==> config.mk <==
export PLATFORM = sky130hd
export DESIGN_NAME = bcd_add_sequencer_flat
export DESIGN_NICKNAME = d
export VERILOG_FILES = /design/src/rtl/bcd_add_if.sv /design/src/rtl/bcd_add_sequencer.sv /design/src/flat_wrapper.sv
export SDC_FILE = /design/constraint.sdc
export NUM_CORES = 1
export LEC_CHECK = 0
export ABC_AREA = 1
export CORE_UTILIZATION = 40
export CTS_CLUSTER_SIZE = 10
export DETAILED_ROUTE_END_ITERATION = 8
export SLEW_MARGIN = 5
export SYNTH_ARGS = -nofsm -noshare
export SYNTH_HDL_FRONTEND = slang
export SYNTH_SLANG_ARGS = --single-unit
==> constraint.sdc <==
create_clock -name clk -period 6 [get_ports clk]
set_input_delay 0.6 -clock clk [delete_from_list [all_inputs] [get_ports clk]]
set_output_delay 0.6 -clock clk [all_outputs]
set_load 0.05 [all_outputs]
==> src/rtl/bcd_add_if.sv <==
// Operand/result bundle between the operand-capture logic and the serial BCD adder.
// The master drives the request and operands. The slave returns the status and the registered result.
interface bcd_add_if #(
    parameter int DIGITS = 3
);
    logic                  start;
    logic [4*DIGITS-1:0]   a;
    logic [4*DIGITS-1:0]   b;
    logic                  cin;
    logic                  busy;
    logic                  done;
    logic [4*DIGITS-1:0]   sum;
    logic                  cout;
    logic                  err;

    modport master (
        output start, a, b, cin,
        input  busy, done, sum, cout, err
    );

    modport slave (
        input  start, a, b, cin,
        output busy, done, sum, cout, err
    );
endinterface

==> src/rtl/bcd_add_sequencer.sv <==
// Serial multi-digit BCD adder. It latches two packed BCD operands and rejects any digit above 9.
// It then walks one shared 4-bit digit adder with +6 correction from the least significant digit upward.
module bcd_add_sequencer #(
    parameter int DIGITS = 3
) (
    input  logic        clk,
    input  logic        rst,
    bcd_add_if.slave    bus
);
    localparam int W     = 4 * DIGITS;
    localparam int IDX_W = (DIGITS > 1) ? $clog2(DIGITS) : 1;

    localparam logic [1:0] S_IDLE  = 2'd0;
    localparam logic [1:0] S_CHECK = 2'd1;
    localparam logic [1:0] S_ADD   = 2'd2;
    localparam logic [1:0] S_DONE  = 2'd3;

    logic [1:0]       state_reg, state_next;
    logic [W-1:0]     a_reg, b_reg;
    logic             cin_reg;
    logic [IDX_W-1:0] idx_reg;
    logic             carry_reg;
    logic             bad_reg;

    logic             busy_reg, done_reg, cout_reg, err_reg;
    logic [W-1:0]     sum_reg;

    logic [3:0]       a_dig [DIGITS];
    logic [3:0]       b_dig [DIGITS];
    logic [DIGITS-1:0] dig_bad;
    logic [W-1:0]     work;

    logic [4:0]       t_raw, t_corr;
    logic [3:0]       digit;
    logic             carry_out;
    logic             last_digit;

    assign last_digit = (idx_reg == IDX_W'(DIGITS - 1));

    // Each digit slot owns its own register, so only the slot selected by idx is written during ADD.
    generate
        for (genvar gi = 0; gi < DIGITS; gi++) begin : g_digit
            logic [3:0] slot_reg;

            assign a_dig[gi]       = a_reg[4*gi +: 4];
            assign b_dig[gi]       = b_reg[4*gi +: 4];
            assign dig_bad[gi]     = (a_dig[gi] > 4'd9) || (b_dig[gi] > 4'd9);
            assign work[4*gi +: 4] = slot_reg;

            always_ff @(posedge clk or posedge rst) begin
                if (rst) begin
                    slot_reg <= 4'd0;
                end else if (state_reg == S_CHECK) begin
                    slot_reg <= 4'd0;
                end else if (state_reg == S_ADD && idx_reg == IDX_W'(gi)) begin
                    slot_reg <= digit;
                end
            end
        end
    endgenerate

    always_comb begin
        t_raw     = {1'b0, a_dig[idx_reg]} + {1'b0, b_dig[idx_reg]} + {4'd0, carry_reg};
        t_corr    = t_raw + 5'd6;
        digit     = t_raw[3:0];
        carry_out = 1'b0;
        if (t_raw > 5'd9) begin
            digit     = t_corr[3:0];
            carry_out = 1'b1;
        end
    end

    always_comb begin
        state_next = state_reg;
        case (state_reg)
            S_IDLE:  if (bus.start) state_next = S_CHECK;
            S_CHECK: state_next = (|dig_bad) ? S_DONE : S_ADD;
            S_ADD:   if (last_digit) state_next = S_DONE;
            S_DONE:  state_next = S_IDLE;
            default: state_next = S_IDLE;
        endcase
    end

    // busy and done follow the state by one edge. The result loads on the same edge that raises done.
    always_ff @(posedge clk or posedge rst) begin
        if (rst) begin
            state_reg <= S_IDLE;
            a_reg     <= '0;
            b_reg     <= '0;
            cin_reg   <= 1'b0;
            idx_reg   <= '0;
            carry_reg <= 1'b0;
            bad_reg   <= 1'b0;
            busy_reg  <= 1'b0;
            done_reg  <= 1'b0;
            sum_reg   <= '0;
            cout_reg  <= 1'b0;
            err_reg   <= 1'b0;
        end else begin
            state_reg <= state_next;
            busy_reg  <= (state_reg == S_CHECK) || (state_reg == S_ADD);
            done_reg  <= (state_reg == S_DONE);
            case (state_reg)
                S_IDLE: begin
                    if (bus.start) begin
                        a_reg   <= bus.a;
                        b_reg   <= bus.b;
                        cin_reg <= bus.cin;
                        idx_reg <= '0;
                    end
                end
                S_CHECK: begin
                    bad_reg   <= |dig_bad;
                    carry_reg <= (|dig_bad) ? 1'b0 : cin_reg;
                end
                S_ADD: begin
                    carry_reg <= carry_out;
                    if (!last_digit) idx_reg <= idx_reg + 1'b1;
                end
                S_DONE: begin
                    sum_reg  <= bad_reg ? '0 : work;
                    cout_reg <= bad_reg ? 1'b0 : carry_reg;
                    err_reg  <= bad_reg;
                end
                default: ;
            endcase
        end
    end

    assign bus.busy = busy_reg;
    assign bus.done = done_reg;
    assign bus.sum  = sum_reg;
    assign bus.cout = cout_reg;
    assign bus.err  = err_reg;
endmodule
==> src/flat_wrapper.sv <==
// flat-port wrapper written by rule: the top's interface ports become plain ports
module bcd_add_sequencer_flat 
#(
    parameter int DIGITS = 3
)
  (clk, rst, bus_start, bus_a, bus_b, bus_cin, bus_busy, bus_done, bus_sum, bus_cout, bus_err);
  bcd_add_if #(.DIGITS(DIGITS)) bus_i ();
  input  logic clk;
  input  logic rst;
  input wire logic [$bits(bus_i.start)-1:0] bus_start;
  input wire logic [$bits(bus_i.a)-1:0] bus_a;
  input wire logic [$bits(bus_i.b)-1:0] bus_b;
  input wire logic [$bits(bus_i.cin)-1:0] bus_cin;
  output wire logic [$bits(bus_i.busy)-1:0] bus_busy;
  output wire logic [$bits(bus_i.done)-1:0] bus_done;
  output wire logic [$bits(bus_i.sum)-1:0] bus_sum;
  output wire logic [$bits(bus_i.cout)-1:0] bus_cout;
  output wire logic [$bits(bus_i.err)-1:0] bus_err;
  assign bus_i.start = bus_start;
  assign bus_i.a = bus_a;
  assign bus_i.b = bus_b;
  assign bus_i.cin = bus_cin;
  assign bus_busy = bus_i.busy;
  assign bus_done = bus_i.done;
  assign bus_sum = bus_i.sum;
  assign bus_cout = bus_i.cout;
  assign bus_err = bus_i.err;
  bcd_add_sequencer #(.DIGITS(DIGITS)) u_core (.clk(clk), .rst(rst), .bus(bus_i));
endmodule
After elaboration in Yosys (flattened, before gate mapping)
Cells that the tools add are included.

operators by class
  multipliers = 0
  add/subtract/negate cells = 4
  reduce and logical (&&, ||, !) cells = 18
  div/mod/pow operators = 0
  equal/unequal tests = 8
  bitwise operators = 1
  order comparisons = 8
  shift operators = 0
  multiplexer cells = 25

operators by type and width
  kind                   number
  $mux W4                11
  $gt A4 B4 Y1 const B   6
  $bmux W4 S2            2
  $mux W12               1
  $reduce_bool A2 Y1     5
  $mux W2                4
  $pmux W2 S4            1
  $eq A2 B2 Y1 const B   3
  $add A4 B4 Y5          1
  $add A5 B1 Y5          1
  $gt A5 B4 Y1 const B   1
  $add A4 B3 Y4 const B  1
  $eq A2 B1 Y1 const B   2
  $logic_not A2 Y1       2
  $logic_or A1 B1 Y1     4
  $mux W1                4
  $ne A2 B2 Y1 const B   2
  $pmux W2 S2            1
  $reduce_and A2 Y1      2
  $ge A3 B3 Y1 const B   1
  $logic_and A1 B1 Y1    3
  $not A2 Y3             1
  $reduce_and A3 Y1      1
  $reduce_or A3 Y1       1
  3 further kinds        3

storage, ports and cells
  latch bits = 0
  output and inout bits = 16
  input port bits = 28
  flip-flop bits (word level) = 59
  logic and storage cells = 79
  memory bits (read-only) = 0
  memories = 0
  memory bits (writable) = 0

Depth between registers and ports, before layout
Gate-level depths: netlist (run 1).

  word-level depth = 10
  mapped depth = 18
  depth with buffers taken out = 18

Worst setup path after synthesis (run 1)
OpenSTA, ideal clock, no wires.

  kind = reg2reg
  from = register u_core.idx_reg[0]
  to = register u_core.g_digit[0].slot_reg[3]
  required time = 5.882 ns
  clock period less this slack = 2.946 ns
  setup slack = 3.054 ns
  stages on the path, launching flop included = 17
  library setup time = 0.118 ns
  path buffers = 1
  arrival = 2.828 ns
  path through = dfrtp_1 clkinv_1 clkbuf_1 o21ai_0 o21ai_0 fa_1 fa_1 inv_1 ha_1 inv_1 nor2_1 a21oi_2 nand2_2 nand2_4 nand3_2 nand3_1 nand2_1

on the way
  longest elaborated chain between the ends = 10
  elaborated cells between the ends (all ways) = 17
  those cells by class = add/sub (3); order compare (1); mux (9); bitwise (1); reduce/logical (3)

RTL lines
  item                                           line                                              RTL
  start, declared                                bcd_add_sequencer.sv:21                           logic [IDX_W-1:0] idx_reg;
  start signal, assigned                         bcd_add_sequencer.sv:118                          if (!last_digit) idx_reg <= idx_reg + 1'b1;
  $not A2 Y3 (implied by the code)               bcd_add_sequencer.sv:63                           t_raw = {1'b0, a_dig[idx_reg]} + {1'b0, b_dig[idx_reg]} + {4'd0, carry_reg};
  $bmux W4 S2                                    bcd_add_sequencer.sv:63
  $mux W4 (implied by the code) (2 in a row)     bcd_add_sequencer.sv:63
  $add A4 B4 Y5                                  bcd_add_sequencer.sv:63
  $add A5 B1 Y5                                  bcd_add_sequencer.sv:63
  $add A4 B3 Y4 or $gt A5 B4 Y1 (tied branches)  bcd_add_sequencer.sv:64, bcd_add_sequencer.sv:67
  $mux W4                                        bcd_add_sequencer.sv:67                           if (t_raw > 5'd9) begin
  $mux W4                                        bcd_add_sequencer.sv:55                           end else if (state_reg == S_ADD && idx_reg == IDX_W'(gi)) begin
  $mux W4                                        bcd_add_sequencer.sv:53                           end else if (state_reg == S_CHECK) begin
  end signal, assigned                           bcd_add_sequencer.sv:56                           slot_reg <= digit;
  end, declared                                  bcd_add_sequencer.sv:43                           logic [3:0] slot_reg;

Several ways; a longest one is shown, not always the timed one. The select of a mux whose other input is x is not followed.
A chain may end at the register's enable or synchronous reset.

Final worst setup path (run 1)
Ends and elaborated chain as after synthesis.

==> qor.csv, run 1 <==
stage,metric,value,unit
critical_path,worstReg2RegEnd,u_core.g_digit[0].slot_reg[3],
timing,hold_viol,0,
floorplanning,die_area,7450,um^2
synth,ys_warn_count,0,
global_routing,gr-total-overflow,0,
cells_and_area,drive_gt1_frac,0.0919,
clock_tree,postCtsHoldBufs,0,
clock_tree,cts_resized,0,
detailed_routing,drc,0,
min_path,whs_path_depth,2,
detailed_routing,drt_iter0_markers,121,
clock_tree,clock_latency,0.33,ns
synth,syn_inst,318,
timing,setup-tns-final,0,ns
detailed_routing,vias,2230,
critical_path,crit_fanout,18,
global_routing,grt_pass1_vias,2150,
place,place_hpwl,4.14,mm
cells_and_area,finalNetCount,407,
outcome,status,"complete, no violations",
global_routing,antenna_found_initial,0,
synth,synthesis.area,2840,um^2
detailed_routing,drt-total-wl,5.73,mm
global_routing,grt_usage,0.172,
clock_tree,htree_num_levels,3,
critical_path,endpoint_kind,flip-flop,
clock_tree,path_clk_slew,0.06,ns
critical_path,crit_path_start_kind,flip-flop,
timing,slew_headroom,0.451,
critical_path,arrival,3.59,ns
floorplanning,die_h,86.3,um
detailed_routing,wl_per_cell,12.3,um
min_path,hp-class,reg -> reg,
timing,min_period,3.37,ns
synth,synth-edff-count,0,
clock_tree,clk_path_buf_depth,2,
critical_path,critical_path_class,reg -> reg,
clock_tree,cts_buffers,9,
clock_tree,cts_num_sinks,59,
floorplanning,core_area,6830,um^2
synth,synthFlopType,dfrtp_1,
timing,rsz0062_at_grt,false,
synth,ys_types,26,
cells_and_area,fill_cells,682,
timing,fmax,297,MHz
timing,fin_skew,0.00535,ns
critical_path,rr_startpoint,u_core.idx_reg[0],
place,io_buffers,43,
clock_tree,postCtsSetupBuffers,0,
place,gp_congestion,0.837,
global_routing,grt_pass1_wl,9.92,mm
min_path,worstHoldStart,u_core.bus.sum[0],
synth,async_reset_ff_frac,1.00,
min_path,min_to,u_core.bus.sum[0],
timing,worst_slew_pin_slew,0.820,ns
clock_tree,cts_tree,yes,
floorplanning,io-pin-count,44,
synth,avgSynthCellArea,8.94,um^2
floorplanning,start_util,0.416,
synth,synth_seq_area_share,0.520,
run,max_cap_violations,0,
critical_path,r2r_slack,2.63,ns
synth,synth.ff_latch_count,59,
critical_path,r2r_cells,15,
detailed_routing,postRouteAntennaNets,0,
timing,fin_crit_sh,0.562,
clock_tree,clock-root-buffer,clkbuf_8,
cells_and_area,areaGrowthSynthToFinish,24.3,%
floorplanning,die_x,86.3,um
global_routing,grt_max_degree,60,
cells_and_area,antenna_cells,0,
critical_path,required,6.22,ns
timing,final-max-slew-violation-count,0,
detailed_routing,drtPass1Iterations,4,
floorplanning,rows,30,
timing,report.final.setup_viol,0,
detailed_routing,viasPerCell,4.79,
synth,syn_nets,359,
==> routing by layer <==
metal  GRT usage  up-vias  routed length (um)
met5           0        -                   0
met4      0.0818        0                 103
met3      0.0324        8                 184
met2       0.281       46                2790
met1       0.220     1043                2650
li1            -     1133                   -
==> critical path, cell delays in order (launching register included) <==
cell	delay, ns
dfrtp_1	0.40
clkinv_1	0.37
nand2_1	0.33
o21ai_0	0.17
fa_1	0.47
fa_1	0.55
inv_1	0.08
ha_1	0.19
inv_1	0.09
nor2_1	0.06
a21oi_2	0.12
nand2_2	0.11
nand2_4	0.09
nand3_2	0.08
nand3_1	0.08
nand2_1	0.06
==> cell usage after synthesis (2+ instances only) <==
cell      instances  area (um^2)
dfrtp_1          59         1480
nand2_1          47          176
inv_1            42          158
nor2_1           36          135
a21oi_1          32          160
o21ai_0          26          130
nand3_1          16         80.1
ha_1             11          138
a22o_1           10         87.6
mux2_2            6         67.6
nand4_1           6         37.5
buf_2             4         20.0
clkbuf_1          4         15.0
nand2_2           4         25.0
clkinv_1          2         7.51
fa_1              2         40.0
inv_2             2         7.51
==> cell usage in the layout (no fill, tap or decap), types with 3 or more instances in the layout <==
master and count:
dfrtp_1 59, nand2_1 47, clkdlybuf4s50_1 43, inv_1 41, nor2_1 36, a21oi_1 32
o21ai_0 26, nand3_1 16, ha_1 11, a22o_1 10, clkbuf_8 10, mux2_2 6
nand4_1 6, nand2_2 4, inv_2 3, clkinv_2 3
==> area by class of cell <==
type / count / area (um^2) / share of cell area
Inverter: 46 / 173 / 0.0489
Timing Repair Buffer: 45 / 445 / 0.126
Multi-Input combinational cell: 205 / 1160 / 0.328
Clock buffer: 12 / 145 / 0.0411
Tap cell: 96 / 120 / 0.0340
Sequential cell: 59 / 1480 / 0.418
Clock inverter: 3 / 15.0 / 0.00425
==> worst max path at each step <==
stage	to	slack [ns]	start	depth (start not counted)
final	u_core.g_digit[0].slot_reg[3]	2.63	u_core.idx_reg[0]	15
after global routing	u_core.g_digit[0].slot_reg[3]	2.30	u_core.idx_reg[0]	15
after CTS	u_core.g_digit[0].slot_reg[3]	2.65	u_core.idx_reg[0]	15
after detailed placement	u_core.g_digit[1].slot_reg[3]	2.67	u_core.idx_reg[0]	15
after global placement	u_core.g_digit[0].slot_reg[3]	2.87	u_core.idx_reg[0]	15
after floorplan	u_core.g_digit[0].slot_reg[3]	3.05	u_core.idx_reg[0]	16
==> kinds of logic after synthesis <==
group / count (synthesis) / share of synthesized area
compound gates: 74 / 0.151
flops: 59 / 0.520
fa+ha+maj: 13 / 0.0625
mux: 6 / 0.0238
buf+inv: 54 / 0.0731
simple gates: 112 / 0.170
==> through the flow <==
step	instance area (um^2)	setup slack (ns)	utilization	std cells	hold slack (ns)
after floorplan	2840	3.05	-	318	0.450
after global placement	3370	2.87	0.494	451	0.464
after detailed placement	3370	2.67	0.494	451	0.467
after CTS	3530	2.65	0.517	466	0.486
after global routing	3530	2.30	0.517	466	0.514
final	3530	2.63	0.517	466	0.481
Power of run 1 is not shown: default switching activity piles up to over one toggle a cycle in this logic, so the estimate is an artifact.
==> run 2, diff against run 1 <==
clock period = 3.4 ns   (was 6 ns; I/O delays follow)
==> run 2 against run 1 <==
Final cell count is 0.43% higher. Die area stayed put. Non-clock buffer count is 1 higher. Critical path depth stayed put. Register-to-register slack worse by 2.4 ns. Maximum frequency is 7.3% higher. Clock skew is 0.0016 ns lower. Setup slack worse by 2.4 ns. Utilization is 1.1 points higher. Flip-flop and latch count stayed put. Critical path type unchanged.
==> qor.csv, run 2 (synthesized netlist as in run 1, its figures left out) <==
stage,metric,value,unit
timing,fmax,318,MHz
floorplanning,die_x,86.3,um
cells_and_area,multi_input_area,1160,um^2
cells_and_area,areaGrowthSynthToFinish,27.0,%
clock_tree,path_clk_slew,0.06,ns
timing,rsz0062_at_grt,false,
outcome,status,"complete, no violations",
detailed_routing,vias,2208,
timing,setup-tns-final,0,ns
floorplanning,core_area,6830,um^2
clock_tree,cts_num_sinks,59,
critical_path,cpPeakStageDelay,0.56,ns
cells_and_area,fill_cells,691,
min_path,hp-class,reg -> reg,
clock_tree,clock_latency,0.33,ns
clock_tree,clock-root-buffer,clkbuf_8,
floorplanning,die_h,86.3,um
floorplanning,die_area,7450,um^2
place,place_hpwl,4.11,mm
global_routing,grt_usage,0.169,
cells_and_area,seqCellArea,1480,um^2
detailed_routing,drtPass1Iterations,4,
timing,worst_slew_pin_slew,0.829,ns
detailed_routing,wl_per_cell,12.2,um
cells_and_area,finalNetCount,408,
critical_path,slowest_stage,fa_1,
global_routing,grt_pass1_wl,9.62,mm
clock_tree,htree_num_levels,3,
timing,fin_skew,0.00378,ns
critical_path,crit_fanout,9,
timing,min_period,3.14,ns
detailed_routing,viasPerCell,4.72,
clock_tree,clk_path_buf_depth,2,
timing,hold_viol,0,
clock_tree,cts_tree,yes,
cells_and_area,final_common_cell,dfrtp_1,
critical_path,crit_path_start_kind,flip-flop,
detailed_routing,drc,0,
cells_and_area,antenna_cells,0,
place,io_buffers,43,
detailed_routing,drt_iter0_markers,61,
cells_and_area,most-common-layout-cells,"59 x dfrtp_1, 46 x nand2_1, 43 x clkdlybuf4s50_1",
global_routing,grt_pass1_vias,2158,
global_routing,gr-total-overflow,0,
critical_path,required,3.62,ns
detailed_routing,postRouteAntennaNets,0,
cells_and_area,drive_gt1_frac,0.105,
timing,final-max-slew-violation-count,0,
place,gp_congestion,0.908,
detailed_routing,drt-total-wl,5.71,mm
timing,slew_headroom,0.445,
floorplanning,rows,30,
floorplanning,io-pin-count,44,
clock_tree,postCtsHoldBufs,0,
timing,fin_crit_sh,0.924,
critical_path,endpoint_kind,flip-flop,
floorplanning,start_util,0.416,
clock_tree,cts_buffers,9,
global_routing,grt_max_degree,60,
run,max_cap_violations,0,
global_routing,antenna_found_initial,0,
critical_path,path_cells,clkinv_1 > o21ai_0 > o21ai_0 > fa_1 > fa_1 > inv_1 > ha_1 > inv_1 > nor2_1 > a21oi_2 > nand2_2 > nand2_4 > nand3_2 > nand3_1 > nand2_1,
critical_path,critical_path_class,reg -> reg,
timing,report.final.setup_viol,0,
critical_path,arrival,3.36,ns
## run 2: final cells by class
class	count	share of cell area
flip-flops and latches	59	0.409
clock buffers	11	0.0420
clock inverters	5	0.0208
well taps	96	0.0333
inverters	46	0.0479
repair buffers	46	0.126
multi-input cells	205	0.321
## run 2: through the flow
stage	setup WS (ns)	instance area [um^2]	utilization	cells	hold WS, ns
final	0.259	3610	0.528	468	0.481
after global routing	0.0206	3610	0.528	468	0.499
after CTS	0.291	3610	0.528	468	0.486
after detailed placement	0.293	3380	0.495	452	0.467
after global placement	0.489	3380	0.495	452	0.465
after floorplan	0.454	2840	-	318	0.450
## run 2: what timing repair did
action,CTS,global route
resized for setup,0,1
endpoints found under the setup margin,0,1
setup buffers,0,0
## run 2: worst paths after layout
kind / startpoint / endpoint / slack, ns / depth (start not counted)
max: u_core.idx_reg[0] / u_core.g_digit[0].slot_reg[3] / 0.26 / 15
min: u_core.bus.sum[8] / u_core.bus.sum[8] / 0.48 / 2
max reg2reg: u_core.idx_reg[0] / u_core.g_digit[0].slot_reg[3] / 0.26 / 15
min reg2reg: u_core.bus.sum[8] / u_core.bus.sum[8] / 0.48 / 2
max in group asynchronous: rst / u_core.b_reg[3] / 2.36 / 3
min in group asynchronous: rst / u_core.bus.sum[0] / 0.54 / 3
## run 2: worst max-delay path: cells and delay by family, from the launching register on
family                     cells  cell delay, ns
buffers and inverters          3            0.41
and+or+nand+nor                6            0.47
AOI/OAI and AO/OA              3            0.50
DFF                            1            0.43
adders and majority gates      3            1.22
## run 2: routing by layer
| metal | track usage | share of wire | up-vias | wire, um |
|---|---|---|---|---|
| met5 | 0 | 0 | - | 0 |
| met4 | 0.0909 | 0.026 | 0 | 147 |
| met3 | 0.0371 | 0.034 | 16 | 192 |
| met2 | 0.278 | 0.47 | 43 | 2680 |
| met1 | 0.207 | 0.47 | 1012 | 2680 |
| li1 | - | - | 1137 | - |
Power of run 2 is left out for the same reason.
